### src/rtl/led_breath_monitor.sv
// Receive-side monitor for a breathing-LED PWM stream: measures lit cycles per window,
// decodes the active LED, tracks breath phase and flags multi-hot vectors.
// Optional LED_MON_STATS_EN adds a 16-bit breath_cnt output counting completed breaths.
module led_breath_monitor #(
  parameter int WINDOW = 6,
  parameter int DUTY_W = 4
) (
  input  logic              clk,
  input  logic              rst_n,
  input  logic [7:0]        led_in,
  input  logic              sync_clr,
  output logic [DUTY_W-1:0] duty_out,
  output logic              meas_valid,
  output logic [2:0]        led_idx,
  output logic              led_change,
  output logic [1:0]        phase,
  output logic              breath_done,
  output logic              onehot_err
`ifdef LED_MON_STATS_EN
  ,
  output logic [15:0]       breath_cnt
`endif
);

  localparam int CNT_W = (WINDOW > 1) ? $clog2(WINDOW) : 1;
  localparam logic [CNT_W-1:0] LAST_CNT = CNT_W'(WINDOW - 1);

  localparam logic [1:0] PH_IDLE    = 2'b00;
  localparam logic [1:0] PH_RISING  = 2'b01;
  localparam logic [1:0] PH_FALLING = 2'b10;

  logic [CNT_W-1:0]  win_cnt;
  logic [DUTY_W-1:0] acc;
  logic [DUTY_W-1:0] prev_duty;
  logic              seen;

  logic              lit;
  logic              multi;
  logic              onehot;
  logic [2:0]        idx_enc;
  logic              win_close;
  logic [DUTY_W-1:0] duty_next;
  logic [1:0]        phase_next;
  logic              done_next;

  // x & (x-1) clears the lowest set bit; anything left means more than one LED lit.
  always_comb begin
    lit    = (led_in != 8'h00);
    multi  = ((led_in & (led_in - 8'h01)) != 8'h00);
    onehot = lit && !multi;
  end

  always_comb begin
    idx_enc = 3'd0;
    for (int i = 0; i < 8; i++) begin
      if (led_in[i]) idx_enc = 3'(i);
    end
  end

  always_comb begin
    win_close = (win_cnt == LAST_CNT);
    duty_next = acc + DUTY_W'(lit);
  end

  // Phase decisions use the count of the window closing this cycle against the previous one.
  always_comb begin
    phase_next = phase;
    done_next  = 1'b0;
    case (phase)
      PH_IDLE: begin
        if (duty_next != '0) phase_next = PH_RISING;
      end
      PH_RISING: begin
        if (duty_next < prev_duty)      phase_next = PH_FALLING;
        else if (duty_next == '0)       phase_next = PH_IDLE;
      end
      PH_FALLING: begin
        if (duty_next == '0) begin
          phase_next = PH_IDLE;
          done_next  = 1'b1;
        end else if (duty_next > prev_duty) begin
          phase_next = PH_RISING;
        end
      end
      default: phase_next = PH_IDLE;
    endcase
  end

  // Window, duty and phase tracking; sync_clr overrides a coincident window close.
  always_ff @(posedge clk or negedge rst_n) begin
    if (!rst_n) begin
      win_cnt     <= '0;
      acc         <= '0;
      prev_duty   <= '0;
      duty_out    <= '0;
      meas_valid  <= 1'b0;
      phase       <= PH_IDLE;
      breath_done <= 1'b0;
    end else if (sync_clr) begin
      win_cnt     <= '0;
      acc         <= '0;
      prev_duty   <= '0;
      meas_valid  <= 1'b0;
      phase       <= PH_IDLE;
      breath_done <= 1'b0;
    end else if (win_close) begin
      win_cnt     <= '0;
      acc         <= '0;
      prev_duty   <= duty_next;
      duty_out    <= duty_next;
      meas_valid  <= 1'b1;
      phase       <= phase_next;
      breath_done <= done_next;
    end else begin
      win_cnt     <= win_cnt + CNT_W'(1);
      acc         <= duty_next;
      meas_valid  <= 1'b0;
      breath_done <= 1'b0;
    end
  end

  // LED index decoding; the seen flag keeps the first one-hot sample from reporting a change.
  always_ff @(posedge clk or negedge rst_n) begin
    if (!rst_n) begin
      led_idx    <= 3'd0;
      led_change <= 1'b0;
      seen       <= 1'b0;
    end else if (sync_clr) begin
      led_change <= 1'b0;
      seen       <= 1'b0;
    end else if (onehot) begin
      led_idx    <= idx_enc;
      led_change <= seen && (idx_enc != led_idx);
      seen       <= 1'b1;
    end else begin
      led_change <= 1'b0;
    end
  end

  always_ff @(posedge clk or negedge rst_n) begin
    if (!rst_n)     onehot_err <= 1'b0;
    else if (multi) onehot_err <= 1'b1;
  end

`ifdef LED_MON_STATS_EN
  always_ff @(posedge clk or negedge rst_n) begin
    if (!rst_n)                              breath_cnt <= 16'd0;
    else if (!sync_clr && win_close && done_next) breath_cnt <= breath_cnt + 16'd1;
  end
`endif

endmodule

### config.mk
export PLATFORM = sky130hd
export DESIGN_NAME = led_breath_monitor
export DESIGN_NICKNAME = d
export VERILOG_FILES = /design/src/rtl/led_breath_monitor.sv
export SDC_FILE = /design/constraint.sdc
export NUM_CORES = 1
export LEC_CHECK = 0
export ABC_AREA = 1
export CAP_MARGIN = 15
export CORE_ASPECT_RATIO = 1.25
export CORE_MARGIN = 2
export CORE_UTILIZATION = 35
export DETAILED_ROUTE_END_ITERATION = 12
export GPL_TIMING_DRIVEN = 0
export MAX_ROUTING_LAYER = met4
export SLEW_MARGIN = 20
export SYNTH_ARGS = -nofsm -noshare
export SYNTH_HDL_FRONTEND = slang
export SYNTH_SLANG_ARGS = --single-unit
### constraint.sdc
create_clock -name clk -period 4.9 [get_ports clk]
set_input_delay 0.98 -clock clk [delete_from_list [all_inputs] [get_ports clk]]
set_output_delay 0.98 -clock clk [all_outputs]
set_load 0.02 [all_outputs]
# Word-level counts from Yosys, hierarchy flattened

Index checks and enable logic that the tools add are counted.

Add/subtract/negate cells: 3
Magnitude comparators: 2
Equality and inequality tests: 7
Mux-type cells: 31
Bitwise gates (word level): 2
Reduce and logical (&&, ||, !) cells: 13

Operator list:

| kind                | number |
|---|---|
| $mux 3              | 8 |
| $mux 4              | 4 |
| $reduce_bool 8->1   | 2 |
| $mux 2              | 7 |
| $mux 1              | 11 |
| $and 8x8->8         | 1 |
| $ne 4x4->1 const B  | 2 |
| $sub 8x1->8 const B | 1 |
| $pmux 2 s3          | 1 |
| $add 4x1->4         | 1 |
| $gt 4x4->1          | 1 |
| $logic_not 4->1     | 1 |
| $lt 4x4->1          | 1 |
| $reduce_and 2->1    | 2 |
| $reduce_and 4->1    | 1 |
| $reduce_bool 2->1   | 2 |
| $reduce_bool 4->1   | 1 |
| $add 3x1->3 const B | 1 |
| $eq 3x3->1 const B  | 1 |
| $ne 3x3->1          | 1 |
| $ne 3x3->1 const B  | 1 |
| $eq 2x1->1 const B  | 1 |
| $eq 2x2->1 const B  | 1 |
| $logic_and 1x1->1   | 2 |
| 3 further kinds     | 3 |

Bits in registers: 25
Input bits: 11
Output and inout bits: 13
Logic and storage cells: 69

# Depth between registers and ports, before layout

Gate-level depths: netlist (run 1).

Depth after elaboration: 11
Gate-level depth with buffers: 19
Mapped depth without buffers: 19

# Least setup slack after synthesis (run 1)

No wires, ideal clock.

Path kind: in2reg
From: input port led_in[6]
To: register phase[0]
Setup time: 0.118 ns
Arrival: 2.866 ns
Data required time: 4.782 ns
Setup slack: 1.916 ns
Cell stages on the path: 17
Buffers on the path: 0
Cells stage by stage: nor2_1 -> nand2_1 -> nor3_1 -> inv_1 -> ha_1 -> ha_1 -> inv_1 -> nand2_1 -> nand2_1 -> o21ai_0 -> nand3_1 -> nand2_1 -> nand2_1 -> nand2_1 -> nand2_1 -> nand2_1 -> nand2_1

Cells in the longest elaborated chain, start to end: 7
Elaborated cells between the ends (all ways): 15
Classes of those cells: add/sub: 1; order compare: 2; eq/ne: 3; mux: 5; reduce/logical: 4

RTL lines:

| item                                                 | RTL line   | RTL |
|---|---|---|
| from (decl)                                          | 10         | `input logic [7:0] led_in,` |
| $reduce_bool 8->1 *                                  | 48         | `lit = (led_in != 8'h00);` |
| $add 4x1->4 *                                        | 62         | `duty_next = acc + DUTY_W'(lit);` |
| net duty_next[1]                                     | 42         | `logic [DUTY_W-1:0] duty_next;` |
| $lt 4x4->1 / $logic_not 4->1 (equally long branches) | 74, 75, 78 |  |
| $mux 2, on equally long branches                     | 74, 78     |  |
| $pmux 2 s3                                           | 69         | `case (phase)` |
| $mux 2                                               | 106        | `end else if (win_close) begin` |
| $mux 2                                               | 99         | `end else if (sync_clr) begin` |
| to (signal assigned)                                 | 112        | `phase <= phase_next;` |
| to (decl)                                            | 16         | `output logic [1:0] phase,` |

Mark *: on every way through the listed nets, which the timed path passes. The rest lies on a longest branch. The select of a mux whose other input is x is not followed.
A chain may end at the register's enable or synchronous reset.

# Worst setup path after layout (run 1)

From: input port led_in[4]
To: register phase[0]

Same word-level chain as after synthesis.

==> results of run 1 <==
Yosys cell counts (all sizes together):
library cell | instances | area, um^2
nand2 | 56 | 218
dfrtp | 25 | 626
inv | 23 | 86.3
nor2 | 20 | 80.1
nand3 | 14 | 70.1
o21ai | 10 | 50.0
a21oi | 5 | 36.3
nand4 | 4 | 25.0
ha | 3 | 37.5
nor3 | 2 | 15.0
or2 | 2 | 12.5
xnor2 | 2 | 17.5
xor2 | 2 | 17.5
clkinv | 1 | 3.75
nor4 | 1 | 12.5
o211ai | 1 | 7.51
o22ai | 1 | 6.26
cell type report:
type	count	area share [%]
well taps	39	2.97
clock inverters	1	0.305
multi-input cells	123	36.9
clock buffers	3	2.52
repair buffers	23	13.7
flip-flops and latches	25	38.1
inverters	24	5.49
per-layer routing:
metal	GRT usage, %	vias up	routed length [um]
li1	-	608	-
met1	17.4	556	1200
met2	26.9	24	1490
met3	1.77	5	157
met4	6.06	0	44
met5	-	-	0
power by group through the flow:
stage | Sequential (W) | Combinational [W] | Clock, W
2_1_floorplan | 0.000262 | 0.0000619 | 0
3_3_place_gp | 0.000245 | 0.000135 | 0
3_5_place_dp | 0.000246 | 0.000137 | 0
4_1_cts | 0.000243 | 0.000138 | 0.000128
5_1_grt | 0.000246 | 0.000153 | 0.000134
6_report | 0.000243 | 0.000136 | 0.000123
cell families (layout without fill, tap and decap cells):
logic type,count (synthesis),in the layout,share of synthesized area [%]
AND/OR/NAND/NOR,99,99,32.8
flip-flops,25,25,47.3
buffers and inverters,24,51,6.82
AO/OA/AOI/OAI,17,17,7.58
XOR/XNOR,4,4,2.65
adder cells (fa/ha/maj),3,3,2.84
worst reg2reg max path, cell delays in order, from the launching register on:
cell	delay, ps
dfrtp_1	380
ha_1	260
ha_1	320
inv_1	110
nand2_1	80
nand2_1	50
o21ai_0	160
nand3_1	100
nand2_1	120
nand2_1	70
nand2_1	100
nand2_1	80
nand2_1	60
nand2_1	50
state kept, by name, summed over array words and instances (netlist names):
name,flops
duty_out,4
breath_done,1
win_cnt,3
meas_valid,1
acc,4
prev_duty,4
led_change,1
seen,1
led_idx,3
onehot_err,1
phase,2
cell usage in the layout (no fill, tap or decap), types with 3 or more instances in the layout:
master / n
a21oi_2: 3
clkbuf_8: 3
clkdlybuf4s50_1: 22
dfrtp_1: 25
ha_1: 3
inv_1: 21
nand2_1: 53
nand2_2: 3
nand3_1: 14
nand4_1: 4
nor2_1: 18
o21ai_0: 9
through the flow:
stage	total power, W	util (%)	cell area, um^2	std cells	setup WS [ps]
2_1_floorplan	0.000324	-	1320	172	1920
3_3_place_gp	0.000381	45.2	1600	234	1120
3_5_place_dp	0.000384	45.0	1600	234	1080
4_1_cts	0.000508	46.3	1640	238	1350
5_1_grt	0.000533	46.3	1640	238	1030
6_report	0.000501	46.3	1640	238	1360
worst min path at each step:
stage	startpoint	end	slack [ps]
after global routing	onehot_err	onehot_err	510
after global placement	onehot_err	onehot_err	450
after CTS	onehot_err	onehot_err	480
after detailed placement	onehot_err	onehot_err	460
final	onehot_err	onehot_err	480
after floorplan	seen	seen	450
==> out/qor.txt, run 1 <==
Slowest-stage cell, CP: clkdlybuf4s50_1
Critical Path Start Type: input port
Tmin final: 3540 ps
Final WL: 2890 um
Worst relative slew slack: 61.9%
Max-slew violations: 0
Setup crit start: led_in[4]
Critical Path AT: 3700 ps
Tcrit/Tclk final: 72.2%
Cells along the critical path: clkdlybuf4s50_1 > nor2_1 > nand2_1 > nor3_1 > inv_1 > ha_1 > ha_1 > inv_1 > nand2_1 > nand2_1 > o21ai_0 > nand3_1 > nand2_1 > nand2_1 > nand2_1 > nand2_1 > nand2_1 > nand2_1
Maximum VDD drop: 0.151 mV
Synth Register Bits: 25
Fmax: 283 MHz
MaxCap Viol Count: 0
Initial Util: 37.3%
Number of hold violations in the final report: 0
Netlist cell types: 24
Worst R2R End: phase[0]
Net Sw Frac: 31.9%
Total GRT Usage: 15.3%
Number of fill cells in the layout: 361
Failing checks: design-rule violations
DR WL/cell: 12.1 um
Critical path destination: phase[0]
Post-CTS Hold Buffers: 0
Crit. path cell count: 18
# rows: 24
# setup viols final: 0
Cells on worst reg2reg path: 13
Initial antenna violation count: 0
Nets: 214
CP peak stage delay: 440 ps
Vias in the first global route: 1158
Starting DRT DRC Count: 27
PD cells: 305 nW/um^2
Syn_area_per_cell: 7.68 um^2
Worst Hold Class: flop to flop
P_int: 0.000341 W
Layout cells sized above 1: 9.05%
Synthesis-to-finish area growth: 24.2%
Post-route ant nets: 0
Cts bufs inserted: 3
Setup TNS: 0 ps
Clk_skew: 3.93 ps
Clock power share: 24.5%
Clk pin slew, worst setup/hold paths: 80 ps
Vias/cell: 5.01
RePlAce Congestion: 0.849
Crit Path Class: input port to flop
CP delay by family, top: simple AND/OR/NAND/NOR gates
Most frequent CP cell: nand2_1
DRC Markers: 7
Port buffer count: 23
H-tree depth: 1
Crit Path Max Fanout: 6
First-pass GRT wire length: 4930 um
CP required: 5070 ps
Status: finished with violations
Post-Syn Instances: 172
Congestion Overflow GR: 0
Buffer count from post-CTS setup fixing: 0
Worst hold stages: 1
Skew-Pair Late Insertion Delay: 270 ps
Leakage: 0.806 nW
Multi-input gate area: 606 um^2
Sequential element share of the synthesized area: 47.3%
FF/Latch Area: 626 um^2
Final hold slack: 475 ps
Worst slew pin tran: 572 ps
Register-to-register setup slack: 2880 ps
Clock sinks: 25
DIE WIDTH: 59.0 um
Router iterations before antenna repair: 8
Post-Syn Nets: 186
Largest net degree at the start of global routing: 26
Comb power frac: 27.1%
Crit path buf inv count: 3
Cell Area, Synth: 1320 um^2
Core Area: 3540 um^2
Sw Pwr: 0.000160 W
Sequential power share: 48.4%
I/O Pins: 24
Die area: 4290 um^2
Unrepaired setup endpoints after global routing: no
Post-CTS Resized: 0
Worst R2R Start: acc[0]
Die H: 72.7 um
Ys Warns: 0
# diodes: 0
Root buffer cell: clkbuf_8
Max Root-Sink Buffers: 2
TritonCTS clock tree: built
Routed via count: 1193
DPL Wire Length: 2280 um
CP endpoint kind: flop
Power figures use the tool's default switching activity.
==> run 2: changes to the inputs <==
==> constraint.sdc (replaced) <==
create_clock -name clk -period 2.9 [get_ports clk]
set_input_delay 0.58 -clock clk [delete_from_list [all_inputs] [get_ports clk]]
set_output_delay 0.58 -clock clk [all_outputs]
set_load 0.02 [all_outputs]
==> out/qor.txt, run 2 (same netlist as run 1, synthesis figures left out) <==
Status: finished with violations
Failing checks: design-rule violations
Initial antenna violation count: 0 (unchanged)
TritonCTS clock tree: built
Crit Path Class: input port to flop
Post-route ant nets: 0 (unchanged)
Post-DP Area: 1600 um^2 (unchanged)
Final WL: 3100 um (+7.3%)
RePlAce Congestion: 0.849 (unchanged)
CP peak stage delay: 450 ps (about the same)
Synthesis-to-finish area growth: 30.7%
Clock sinks: 25 (unchanged)
Commonest non-fill, non-tap cells in the layout: nand2_1, dfrtp_1, clkdlybuf4s50_1
Total GRT Usage: 16.2% (+0.95 points)
Crit path buf inv count: 3 (unchanged)
Cts bufs inserted: 3 (unchanged)
Critical Path AT: 2870 ps (-830 ps)
Max Root-Sink Buffers: 2 (unchanged)
Tcrit/Tclk final: 93.2%
I/O Pins: 24 (unchanged)
FF/Latch Area: 626 um^2 (unchanged)
Most frequent CP cell: nand2_1
Finished Core Util: 48.7% (+2.4 points)
Router iterations before antenna repair: 8 (unchanged)
DPL Wire Length: 2280 um (unchanged)
Critical Path Start Type: input port
PD cells: 501 nW/um^2 (+64%)
DIE WIDTH: 59.0 um (unchanged)
Cells on worst reg2reg path: 13 (unchanged)
Slowest-stage cell, CP: clkdlybuf4s50_1
Number of fill cells in the layout: 350 (-3.0%)
Congestion Overflow GR: 0 (unchanged)
Die H: 72.7 um (unchanged)
CP delay by family, top: simple AND/OR/NAND/NOR gates
Fmax: 370 MHz
Port buffer count: 23 (unchanged)
Cells along the critical path: clkdlybuf4s50_1 > or2_4 > nor3_4 > inv_1 > ha_4 > ha_4 > inv_2 > nand2_1 > nand2_1 > o21ai_2 > nand3_1 > nand2_2 > nand2_1 > nand2_2 > nand2_1 > nand2_1 > nand2_1
Final hold slack: 295 ps (-180 ps)
Leakage: 0.838 nW (+4.0%)
Starting DRT DRC Count: 42 (+56%)
Max-slew violations: 0 (unchanged)
Skew-Pair Late Insertion Delay: 270 ps (about the same)
Routed via count: 1244 (+4.3%)
Vias in the first global route: 1225 (+5.8%)
# rows: 24 (unchanged)
Power consumption: 0.000865 W (+73%)
Core Area: 3540 um^2 (unchanged)
Crit Path Max Fanout: 6 (unchanged)
Root buffer cell: clkbuf_8
Worst slew pin tran: 572 ps (+0.174 ps)
Post-route cell area: 1730 um^2 (+5.2%)
Number of hold violations in the final report: 0 (unchanged)
CP required: 3070 ps (-2000 ps)
# diodes: 0 (unchanged)
Worst R2R End: phase[0]
Multi-input gate area: 661 um^2 (+9.1%)
Worst Hold Class: input port to async pin
Clk_skew: 2.92 ps (-1.01 ps)
Register-to-register setup slack: 1110 ps (-1770 ps)
Worst relative slew slack: 61.9% (about the same)
Initial Util: 37.3% (unchanged)
MaxCap Viol Count: 0 (unchanged)
Die area: 4290 um^2 (unchanged)
Commonest non-fill, non-tap cell in the layout: nand2_1
Tmin final: 2700 ps
Clk pin slew, worst setup/hold paths: 90 ps (about the same)
H-tree depth: 1 (unchanged)
First-pass GRT wire length: 5240 um (+6.2%)
DR WL/cell: 12.8 um (+5.5%)
Maximum VDD drop: 0.257 mV (+70%)
CP endpoint kind: flop
Vias/cell: 5.14 (+2.6%)
# setup viols final: 0 (unchanged)
Nets: 218 (+1.9%)
Largest net degree at the start of global routing: 26 (unchanged)
Largest registers: acc x4, duty_out x4, prev_duty x4
Worst R2R Start: acc[0]
DRC Markers: 7 (unchanged)
Layout cells sized above 1: 16.3% (+7.2 points)
## run 2: stage by stage
step                      TNS (ps)  worst slack, ps  std cells
after floorplan                  0              316        172
after CTS                        0             22.9        241
after detailed placement     -1080             -522        234
after global placement        -973             -476        234
after global routing         -3.89            -3.89        242
final                            0              197        242
## run 2: report_power, final
group	internal (W)	switching, W
sequential	0.000381	0.0000308
combinational	0.000109	0.000138
clock	0.0000961	0.000111
## run 2: what timing repair did
| action | in CTS | in global routing |
|---|---|---|
| hold buffers | 0 | 0 |
| setup buffers | 3 | 1 |
| pin swaps | 4 | 2 |
| setup endpoints to repair | 2 | 2 |
| gates resized for setup | 6 | 8 |
| cloned | 0 | 0 |
## run 2: worst max-delay path by stage
stage / slack (ps) / from / depth (start not counted) / endpoint
2_1_floorplan: 320 / led_in[6] / 17 / phase[0]
3_3_place_gp: -480 / led_in[4] / 18 / phase[0]
3_5_place_dp: -520 / led_in[4] / 18 / phase[0]
4_1_cts: 20 / led_in[5] / 18 / phase[0]
5_1_grt: -4 / led_in[1] / 17 / phase[0]
6_report: 200 / led_in[1] / 17 / phase[0]
## run 2: metal layers
layer / track usage (%) / routed length (um) / vias to the layer above
met5: - / 0 / -
met4: 7.07 / 78 / 0
met3: 1.77 / 173 / 11
met2: 28.8 / 1610 / 29
met1: 18.1 / 1240 / 591
li1: - / - / 613
## run 2: layout make-up
class	count	area share (%)
Multi-Input combinational cell	123	38.3
Clock inverter	1	0.290
Clock buffer	3	2.39
Tap cell	39	2.83
Inverter	24	5.22
Sequential cell	25	36.2
Timing Repair Buffer	27	14.8
## run 2: worst reg2reg max path, cell delays in order (launching register included)
cell     delay, ps
dfrtp_1        410
ha_4           200
ha_4           270
inv_2           60
nand2_1         60
nand2_1         70
o21ai_2        110
nand3_1        100
nand2_2         90
nand2_1         70
nand2_2         70
nand2_1         70
nand2_1         60
nand2_1         50
==> run 3: changes to the inputs <==
--- a/config.mk
+++ b/config.mk
@@ -7,7 +7,7 @@
 export LEC_CHECK = 0
 export ABC_AREA = 1
 export CAP_MARGIN = 15
-export CORE_ASPECT_RATIO = 1.25
+export CORE_ASPECT_RATIO = 0.75
 export CORE_MARGIN = 2
 export CORE_UTILIZATION = 35
 export DETAILED_ROUTE_END_ITERATION = 12
==> out/qor.txt, run 3 (same netlist as run 1, synthesis figures left out) <==
Status: complete, no violations
Fmax: 363 MHz (-1.8%)
Synthesis-to-finish area growth: 31.3%
DPL Wire Length: 2170 um (-5.1%)
Worst slew pin tran: 564 ps (-7.61 ps)
# diodes: 0 (unchanged)
Crit Path Class: input port to flop
Largest registers: acc x4, duty_out x4, prev_duty x4
Vias/cell: 4.63 (-9.9%)
Number of hold violations in the final report: 0 (unchanged)
Clock power share: 23.5% (-0.4 points)
Slowest-stage cell, CP: clkdlybuf4s50_1
DR WL/cell: 11.1 um (-13%)
# rows: 19 (-21%)
Max Root-Sink Buffers: 2 (unchanged)
Net Sw Frac: 31.7% (-0.60 points)
Clk pin slew, worst setup/hold paths: 80 ps (about the same)
Layout cells sized above 1: 14.9% (-1.4 points)
I/O Pins: 24 (unchanged)
Router iterations before antenna repair: 4 (-4)
Cts bufs inserted: 3 (unchanged)
Worst Hold Class: input port to async pin
Die area: 4290 um^2 (about the same)
# setup viols final: 0 (unchanged)
Largest net degree at the start of global routing: 26 (unchanged)
Total GRT Usage: 15.0% (-1.2 points)
Global route hottest layer: met2
MaxCap Viol Count: 0 (unchanged)
Fin cells: 254 (+5.0%)
Finished Core Util: 47.7% (-1.0 points)
Commonest non-fill, non-tap cell in the layout: nand2_1
Worst relative slew slack: 62.4% (+0.51 points)
Cells after DPL: 247 (+5.6%)
Sequential power share: 47.8% (+0.2 points)
Clk_skew: 2.04 ps (-0.875 ps)
Core Area: 3640 um^2 (+2.6%)
Critical Path Start Type: input port
Commonest non-fill, non-tap cells in the layout: nand2_1, dfrtp_1, clkdlybuf4s50_1
DIE WIDTH: 74.9 um (+27%)
Clock sinks: 25 (unchanged)
Initial antenna violation count: 0 (unchanged)
Tcrit/Tclk final: 94.9% (+1.7 points)
Crit Path Max Fanout: 6 (unchanged)
TritonCTS clock tree: built
CP required: 3060 ps (about the same)
Skew-Pair Late Insertion Delay: 260 ps (about the same)
Critical Path AT: 2910 ps (+40 ps)
DRC Markers: 0 (-7)
Root buffer cell: clkbuf_8
Most frequent CP cell: nand2_1
Nets: 217 (-0.46%)
H-tree depth: 1 (unchanged)
Max-slew violations: 0 (unchanged)
Number of fill cells in the layout: 344 (-1.7%)
Crit path buf inv count: 3 (unchanged)
Power consumption: 0.000857 W (-0.92%)
Starting DRT DRC Count: 37 (-12%)
Comb power frac: 28.7% (+0.2 points)
Routed via count: 1177 (-5.4%)
Post-CTS Hold Buffers: 0 (unchanged)
Die H: 57.2 um (-21%)
Sw Pwr: 0.000272 W (-2.8%)
Met1 usage: 20.7% (+2.7 points)
Post-route ant nets: 0 (unchanged)
Final WL: 2830 um (-8.9%)
Met3 global-route usage: 4.06% (+2.3 points)
Vias in the first global route: 1118 (-8.7%)
PD cells: 494 nW/um^2 (-1.4%)
RePlAce Congestion: 0.849 (about the same)
Leakage: 0.849 nW (+1.3%)
Tmin final: 2750 ps (+49.2 ps)
Cells along the critical path: clkdlybuf4s50_1 > or2_1 > nor3_4 > inv_2 > ha_4 > ha_1 > inv_2 > nand2_1 > nand2_1 > o21ai_1 > nand3_1 > nand2_2 > nand2_1 > nand2_2 > nand2_1 > nand2_1 > nand2_1
CP peak stage delay: 440 ps (about the same)
P_int: 0.000585 W (about the same)
CP delay by family, top: simple AND/OR/NAND/NOR gates
Congestion Overflow GR: 0 (unchanged)
Initial Util: 36.3% (-0.96 points)
First-pass GRT wire length: 4860 um (-7.1%)
Port buffer count: 23 (unchanged)
CP endpoint kind: flop
Maximum VDD drop: 0.219 mV (-14%)
Met2 usage: 22.4% (-6.3 points)
-- run 3: worst reg2reg max path, cell delays in order, from the launching register on --
cell and delay (ps):
dfrtp_1 410, ha_4 180, ha_1 310, inv_2 80, nand2_1 60, nand2_1 60, o21ai_1 130, nand3_1 100
nand2_2 120, nand2_1 70, nand2_2 80, nand2_1 70, nand2_1 60, nand2_1 50
-- run 3: area by class of cell --
cell class / count / area, um^2 / share of cell area, %
Clock buffer: 4 / 45.0 / 2.60
Inverter: 24 / 90.1 / 5.19
Multi-Input combinational cell: 123 / 657 / 37.9
Sequential cell: 25 / 626 / 36.0
Tap cell: 52 / 65.1 / 3.75
Timing Repair Buffer: 26 / 253 / 14.6
-- run 3: metal layers --
layer / part of all wire (%) / up-vias
li1: - / 606
met4: 0.46 / 0
met2: 45 / 19
met5: 0 / -
met3: 3.9 / 2
met1: 51 / 550
-- run 3: power groups by stage --
stage | clock network (W) | logic, W | registers, W
CTS | 0.000209 | 0.000234 | 0.000409
floorplan | 0 | 0.000105 | 0.000443
global route | 0.000231 | 0.000272 | 0.000415
detailed placement | 0 | 0.000231 | 0.000416
global placement | 0 | 0.000227 | 0.000414
finish | 0.000202 | 0.000246 | 0.000409
-- run 3: what timing repair did --
item	CTS	global route
endpoints found under the setup margin	2	2
gates cloned	0	0
pin swaps	2	7
setup buffers	1	2
resized for setup	5	13
-- run 3: path summary, 6_finish.rpt --
check	startpoint	to	slack (ps)	cells past startpoint
max	led_in[1]	phase[0]	150	17
min	rst_n	win_cnt[2]	300	1
max reg2reg	acc[0]	phase[0]	1030	13
min reg2reg	duty_out[2]	duty_out[2]	480	2
max in group asynchronous	rst_n	acc[0]	2230	1
min in group clk	duty_out[2]	duty_out[2]	480	2
-- run 3: metrics by stage --
stage               setup TNS [ps]  hold slack (ps)  setup WS [ps]  area [um^2]
floorplan                        0              284            316         1320
global placement              -855              459           -431         1620
detailed placement            -915              466           -459         1610
CTS                              0              316           17.9         1680
global route                 -51.3              335          -31.1         1740
finish                           0              299            148         1740
